File: src/rtl/uart_pkg.sv
// Shared UART transmitter types and constants.
// FIFO_UART_TX_PARITY_EN adds the PARITY state to the transmitter state enum.
package uart_pkg;

    typedef enum logic [2:0] {
        IDLE,
        REQ,
        LOAD,
        START,
        DATA,
        STOP
`ifdef FIFO_UART_TX_PARITY_EN
        , PARITY
`endif
    } uart_tx_state_t;

    localparam int STOP_BITS_ONE = 1;
    localparam int STOP_BITS_TWO = 2;

    localparam logic UART_IDLE = 1'b1;

endpackage

File: src/rtl/uart_baud_cnt.sv
// Bit-period counter: counts 0..CLKS_PER_BIT-1 and flags the last cycle of each bit.
module uart_baud_cnt #(
    parameter int CLKS_PER_BIT = 16
) (
    input  logic clk,
    input  logic rst,
    input  logic clr,
    output logic bit_end
);

    localparam int CNT_W = $clog2(CLKS_PER_BIT);
    localparam logic [CNT_W-1:0] LAST_CNT = CNT_W'(CLKS_PER_BIT - 1);

    logic [CNT_W-1:0] cnt_q, cnt_d;

    assign bit_end = !clr && (cnt_q == LAST_CNT);

    always_comb begin
        cnt_d = cnt_q + CNT_W'(1);
        if (clr || bit_end) begin
            cnt_d = '0;
        end
    end

    always_ff @(posedge clk) begin
        if (!rst) begin
            cnt_q <= '0;
        end else begin
            cnt_q <= cnt_d;
        end
    end

endmodule

File: src/rtl/fifo_uart_tx.sv
// UART transmitter that pops words from a synchronous FIFO and serialises them LSB first.
// Define FIFO_UART_TX_PARITY_EN to send a parity bit between the data and stop bits.
module fifo_uart_tx
    import uart_pkg::*;
#(
    parameter int DATA_WIDTH   = 8,
    parameter int CLKS_PER_BIT = 16,
    parameter int STOP_BITS    = 1,
    parameter int PARITY_ODD   = 0
) (
    input  logic                  clk,
    input  logic                  rst,
    input  logic                  tx_en,
    input  logic                  fifo_empty,
    input  logic [DATA_WIDTH-1:0] fifo_data,
    output logic                  fifo_rd_en,
    output logic                  tx,
    output logic                  busy,
    output logic                  tx_done
);

    localparam int IDX_W = $clog2(DATA_WIDTH);
    localparam logic [IDX_W-1:0] LAST_IDX = IDX_W'(DATA_WIDTH - 1);

    if (DATA_WIDTH < 2 || CLKS_PER_BIT < 2 || PARITY_ODD < 0 || PARITY_ODD > 1 ||
        (STOP_BITS != STOP_BITS_ONE && STOP_BITS != STOP_BITS_TWO)) begin : g_bad_params
        $error("fifo_uart_tx: illegal parameter combination");
    end

    uart_tx_state_t        state_q, state_d;
    logic [DATA_WIDTH-1:0] shift_q, shift_d;
    logic [IDX_W-1:0]      idx_q, idx_d;
    logic                  stop_cnt_q, stop_cnt_d;
    logic                  tx_q, tx_d;
    logic                  done_q, done_d;
    logic                  baud_clr;
    logic                  bit_end;
    logic                  last_stop;
`ifdef FIFO_UART_TX_PARITY_EN
    logic                  par_q, par_d;
`endif

    uart_baud_cnt #(
        .CLKS_PER_BIT(CLKS_PER_BIT)
    ) u_baud (
        .clk    (clk),
        .rst    (rst),
        .clr    (baud_clr),
        .bit_end(bit_end)
    );

    assign last_stop = (STOP_BITS == STOP_BITS_ONE) || stop_cnt_q;

    always_comb begin
        state_d    = state_q;
        shift_d    = shift_q;
        idx_d      = idx_q;
        stop_cnt_d = stop_cnt_q;
        baud_clr   = 1'b0;
`ifdef FIFO_UART_TX_PARITY_EN
        par_d      = par_q;
`endif
        case (state_q)
            IDLE: begin
                baud_clr = 1'b1;
                if (tx_en && !fifo_empty) begin
                    state_d = REQ;
                end
            end
            REQ: begin
                baud_clr = 1'b1;
                state_d  = LOAD;
            end
            LOAD: begin
                baud_clr   = 1'b1;
                shift_d    = fifo_data;
                idx_d      = '0;
                stop_cnt_d = 1'b0;
`ifdef FIFO_UART_TX_PARITY_EN
                // Shift register is consumed during DATA, so parity is taken at capture.
                par_d      = (^fifo_data) ^ (PARITY_ODD != 0);
`endif
                state_d    = START;
            end
            START: begin
                if (bit_end) begin
                    state_d = DATA;
                end
            end
            DATA: begin
                if (bit_end) begin
                    shift_d = shift_q >> 1;
                    if (idx_q == LAST_IDX) begin
`ifdef FIFO_UART_TX_PARITY_EN
                        state_d = PARITY;
`else
                        state_d = STOP;
`endif
                    end else begin
                        idx_d = idx_q + IDX_W'(1);
                    end
                end
            end
`ifdef FIFO_UART_TX_PARITY_EN
            PARITY: begin
                if (bit_end) begin
                    state_d = STOP;
                end
            end
`endif
            STOP: begin
                if (bit_end) begin
                    if (last_stop) begin
                        state_d = IDLE;
                    end else begin
                        stop_cnt_d = 1'b1;
                    end
                end
            end
            default: state_d = IDLE;
        endcase

        // Line level is computed from the next state so the tx flop changes with the state.
        tx_d = UART_IDLE;
        case (state_d)
            START:   tx_d = 1'b0;
            DATA:    tx_d = shift_d[0];
`ifdef FIFO_UART_TX_PARITY_EN
            PARITY:  tx_d = par_q;
`endif
            default: tx_d = UART_IDLE;
        endcase

        done_d = (state_q == STOP) && (state_d == IDLE);
    end

    always_ff @(posedge clk) begin
        if (!rst) begin
            state_q    <= IDLE;
            shift_q    <= '0;
            idx_q      <= '0;
            stop_cnt_q <= 1'b0;
            tx_q       <= UART_IDLE;
            done_q     <= 1'b0;
`ifdef FIFO_UART_TX_PARITY_EN
            par_q      <= 1'b0;
`endif
        end else begin
            state_q    <= state_d;
            shift_q    <= shift_d;
            idx_q      <= idx_d;
            stop_cnt_q <= stop_cnt_d;
            tx_q       <= tx_d;
            done_q     <= done_d;
`ifdef FIFO_UART_TX_PARITY_EN
            par_q      <= par_d;
`endif
        end
    end

    assign fifo_rd_en = (state_q == REQ);
    assign tx         = tx_q;
    assign busy       = (state_q != IDLE);
    assign tx_done    = done_q;

endmodule

File: config.mk
export PLATFORM = sky130hd
export DESIGN_NAME = fifo_uart_tx
export DESIGN_NICKNAME = d
export VERILOG_FILES = /design/src/rtl/uart_pkg.sv /design/src/rtl/uart_baud_cnt.sv /design/src/rtl/fifo_uart_tx.sv
export SDC_FILE = /design/constraint.sdc
export NUM_CORES = 1
export LEC_CHECK = 0
export CAP_MARGIN = 0
export CELL_PAD_IN_SITES_DETAIL_PLACEMENT = 0
export CELL_PAD_IN_SITES_GLOBAL_PLACEMENT = 1
export CORE_UTILIZATION = 39
export CTS_BUF_LIST = sky130_fd_sc_hd__clkbuf_16
export CTS_CLUSTER_SIZE = 30
export DETAILED_ROUTE_END_ITERATION = 6
export PLACE_DENSITY = 0.85
export SYNTH_ARGS = -nofsm -noshare
export SYNTH_HDL_FRONTEND = slang
export SYNTH_HIERARCHICAL = 1
export SYNTH_SLANG_ARGS = --single-unit
File: constraint.sdc
create_clock -name clk -period 2.14 [get_ports clk]
set_clock_uncertainty 0.05 [all_clocks]
set_input_delay 0.428 -clock clk [delete_from_list [all_inputs] [get_ports clk]]
set_output_delay 0.428 -clock clk [all_outputs]
set_load 0.03 [all_outputs]
==> impl_metrics.py <==
metrics = {
    "run_status": {
        "run_status": "completed",
    },
    "layout": {
        "drive_gt1_share_pct": 13.7,
        "nNetsFinal": 140,
        "area_growth_syn_to_layout_pct": 32.1,
        "antenna_cells_inserted": 0,
    },
    "die": {
        "die_height_um": 52.2,
        "boundaryPins": 16,
        "row_count": 17,
        "die_area_um2": 2720,
        "fp.dieW_um": 52.2,
        "core-area_um2": 2300,
        "initial_core_util_pct": 42.8,
    },
    "hold_path": {
        "min_path_type": "register to register",
    },
    "clocking": {
        "max-clock-path-buffers": 2,
        "clock_latency_ns": 0.25,
        "cts_hold_buffers": 0,
        "cts_root_buf": "sky130_fd_sc_hd__clkbuf_16",
        "cts.sink_count": 20,
        "resized_after_cts": 0,
        "clkSlewWorstSetupHoldPaths_ns": 0.06,
        "tritoncts": "yes",
        "postCtsSetupBuffers": 0,
        "cts_max_level": 1,
        "cts_inserted_buffers": 3,
    },
    "global_routing": {
        "grt_first_pass_wirelength_um": 3480,
        "global_route.usage.met3_pct": 6.96,
        "antenna_found_initial": 0,
        "met1_usage_pct": 22.0,
        "grt_start_max_net_pins": 14,
        "grt_util_met2_pct": 28.4,
        "globalRoute.busiestLayer": "met2",
        "grt_remaining_overflow": 0,
        "track_usage_pct": 17.8,
        "via_count_of_the_first_global_routing_pass": 763,
    },
    "timing": {
        "finalSetupViolCount": 0,
        "slew_violations": 0,
        "grt_setup_unrepaired": "no",
        "finalCritPeriodShare_pct": 95.1,
        "worst-slew-pin-transition_ns": 0.376,
        "slew_headroom_pct": 74.9,
        "achievable_freq_mhz": 492,
        "setup_tns_ns": 0,
        "final_hold_violating_endpoints": 0,
        "final_period_minus_worst_setup_slack_ns": 2.03,
        "worst_hold_slack_ns": 0.397,
    },
    "run": {
        "drv.max_cap_violation_count": 0,
    },
    "detailed_routing": {
        "drt_iter0_markers": 16,
        "antenna_violating_nets_post_route": 0,
        "post-route-drc-count": 0,
        "route.final.wire_length_um": 1980,
        "detailedRoute.firstPassIterationCount": 4,
        "vias_per_cell": 5.35,
        "number_of_vias_after_detailed_routing": 813,
        "wl_per_cell_um": 13.0,
    },
    "worst_setup_path": {
        "cp-startpoint": "state_q[0]",
        "critical_path.max_fanout": 4,
        "rr_startpoint": "u_baud/cnt_q[0]",
        "reg2reg_setup_slack_ns": 0.37,
        "reg2reg_depth": 9,
        "critPathKind": "register to primary output",
        "setup.worst_path.end": "busy",
        "worstSetupEndpointType": "primary output",
        "worstPathRequired_ns": 1.66,
        "rr_endpoint": "shift_q[7]",
        "start_kind": "register",
        "cp.arrival_ns": 1.56,
    },
    "synthesis": {
        "post_synth_top_area_share_pct": 40.8,
        "postSynthCellCount": 103,
        "synth.avg_cell_area_um2": 9.54,
        "synth_sequential_area_ratio_pct": 40.8,
        "synth.most_common_cell": "sky130_fd_sc_hd__dfxtp_1",
        "synth_enable_flop_cells": 0,
        "top_cells_by_area_synth": "sky130_fd_sc_hd__dfxtp_1, sky130_fd_sc_hd__a21boi_1, sky130_fd_sc_hd__a22oi_1",
        "synthFlopType": "sky130_fd_sc_hd__dfxtp_1",
        "netlist-cell-type-count": 34,
        "syn_nets": 118,
        "syn-cell-area_um2": 982,
        "post-synth-top-area-cell": "sky130_fd_sc_hd__dfxtp_1",
        "synth.ff_latch_count": 20,
        "synthTopCellsByCount": "sky130_fd_sc_hd__dfxtp_1, sky130_fd_sc_hd__a21boi_1, sky130_fd_sc_hd__nand2_1",
        "synth_warnings": 6,
        "async_reset_ff_share_pct": 0,
    },
    "power": {
        "power.share.combinational_pct": 11.0,
        "switching_share_pct": 20.3,
        "power.share.clock_pct": 50.6,
        "p_leak_nw": 0.469,
        "p_int_uw": 813,
        "pwr_density_cell_nw_per_um2": 786,
        "power_frac_seq_pct": 38.4,
        "ir_drop_mv": 0.592,
        "switching_power_uw": 206,
    },
    "placement": {
        "dp.final_hpwl_um": 1500,
        "port-buffer-count": 15,
        "place_congestion": 0.753,
    },
}
[flip-flops by register name, summed over array words and instances, names as in the netlist]
register / cells
shift_q: 8
u_baud/cnt_q: 4
idx_q: 3
state_q: 3
tx: 1
tx_done: 1
[cells in the final DEF, fill, tap and decap left out, types with 4 or more instances in the layout]
cell                               n
sky130_fd_sc_hd__a21boi_1         13
sky130_fd_sc_hd__nand2_1           8
sky130_fd_sc_hd__nor3b_1           4
sky130_fd_sc_hd__dfxtp_1          20
sky130_fd_sc_hd__a22oi_1           7
sky130_fd_sc_hd__nand2b_1          4
sky130_fd_sc_hd__nor2b_1           4
sky130_fd_sc_hd__clkdlybuf4s50_1  15
sky130_fd_sc_hd__a21oi_1           4
sky130_fd_sc_hd__buf_4             7
[metrics by stage]
step | worst slack (ns) | std cells | utilization, % | power, mW | cell area (um^2)
after global routing | 0.0700 | 152 | 56.5 | 1.06 | 1300
after global placement | 0.405 | 148 | 51.9 | 0.510 | 1190
after CTS | 0.101 | 152 | 56.5 | 1.03 | 1300
final | 0.106 | 152 | 56.5 | 1.02 | 1300
after floorplan | 0.259 | 103 | - | 0.463 | 982
after detailed placement | 0.366 | 148 | 51.9 | 0.510 | 1190
[worst max-delay path, cell delays in order (launching register included)]
cell and delay, ns:
sky130_fd_sc_hd__dfxtp_1 0.32, sky130_fd_sc_hd__or3_1 0.37, sky130_fd_sc_hd__clkdlybuf4s50_1 0.60
[metal layers]
layer	vias up	wire length [um]
met2	14	909
met4	0	21
met5	-	0
li1	416	-
met3	2	78
met1	381	975
[area by class of cell]
class                   instances  area (um^2)
clock buffers                   3         75.1
clock inverters                 1         30.0
fillers                       208         1000
inverters                       1         3.75
multi-input cells              77          551
flip-flops and latches         20          400
well taps                      28         35.0
repair buffers                 22          203
[cell families (layout without fill, tap and decap cells)]
group,Yosys count,count (layout),synth area share [%]
buffers and inverters,6,27,3.18
XOR/XNOR,2,2,1.78
adder cells (fa/ha/maj),3,3,3.82
AO/OA/AOI/OAI,28,28,21.3
flip-flops,20,20,40.8
AND/OR/NAND/NOR,44,44,29.2
[worst min-delay path by stage]
stage / from / end / slack, ns / cells past startpoint
finish: u_baud/cnt_q[0] / u_baud/cnt_q[0] / 0.40 / 1
global placement: u_baud/cnt_q[0] / u_baud/cnt_q[0] / 0.38 / 1
floorplan: u_baud/cnt_q[0] / u_baud/cnt_q[0] / 0.37 / 1
detailed placement: u_baud/cnt_q[0] / u_baud/cnt_q[0] / 0.39 / 1
CTS: u_baud/cnt_q[0] / u_baud/cnt_q[0] / 0.40 / 1
global route: u_baud/cnt_q[0] / u_baud/cnt_q[0] / 0.42 / 1
[power by group through the flow]
stage | registers, mW | clock network [mW] | logic (mW)
after floorplan | 0.400 | 0 | 0.0629
after global placement | 0.399 | 0 | 0.111
after detailed placement | 0.400 | 0 | 0.111
after CTS | 0.391 | 0.526 | 0.112
after global routing | 0.393 | 0.545 | 0.122
final | 0.391 | 0.516 | 0.112
No activity file was read; power rests on OpenSTA's default activity.
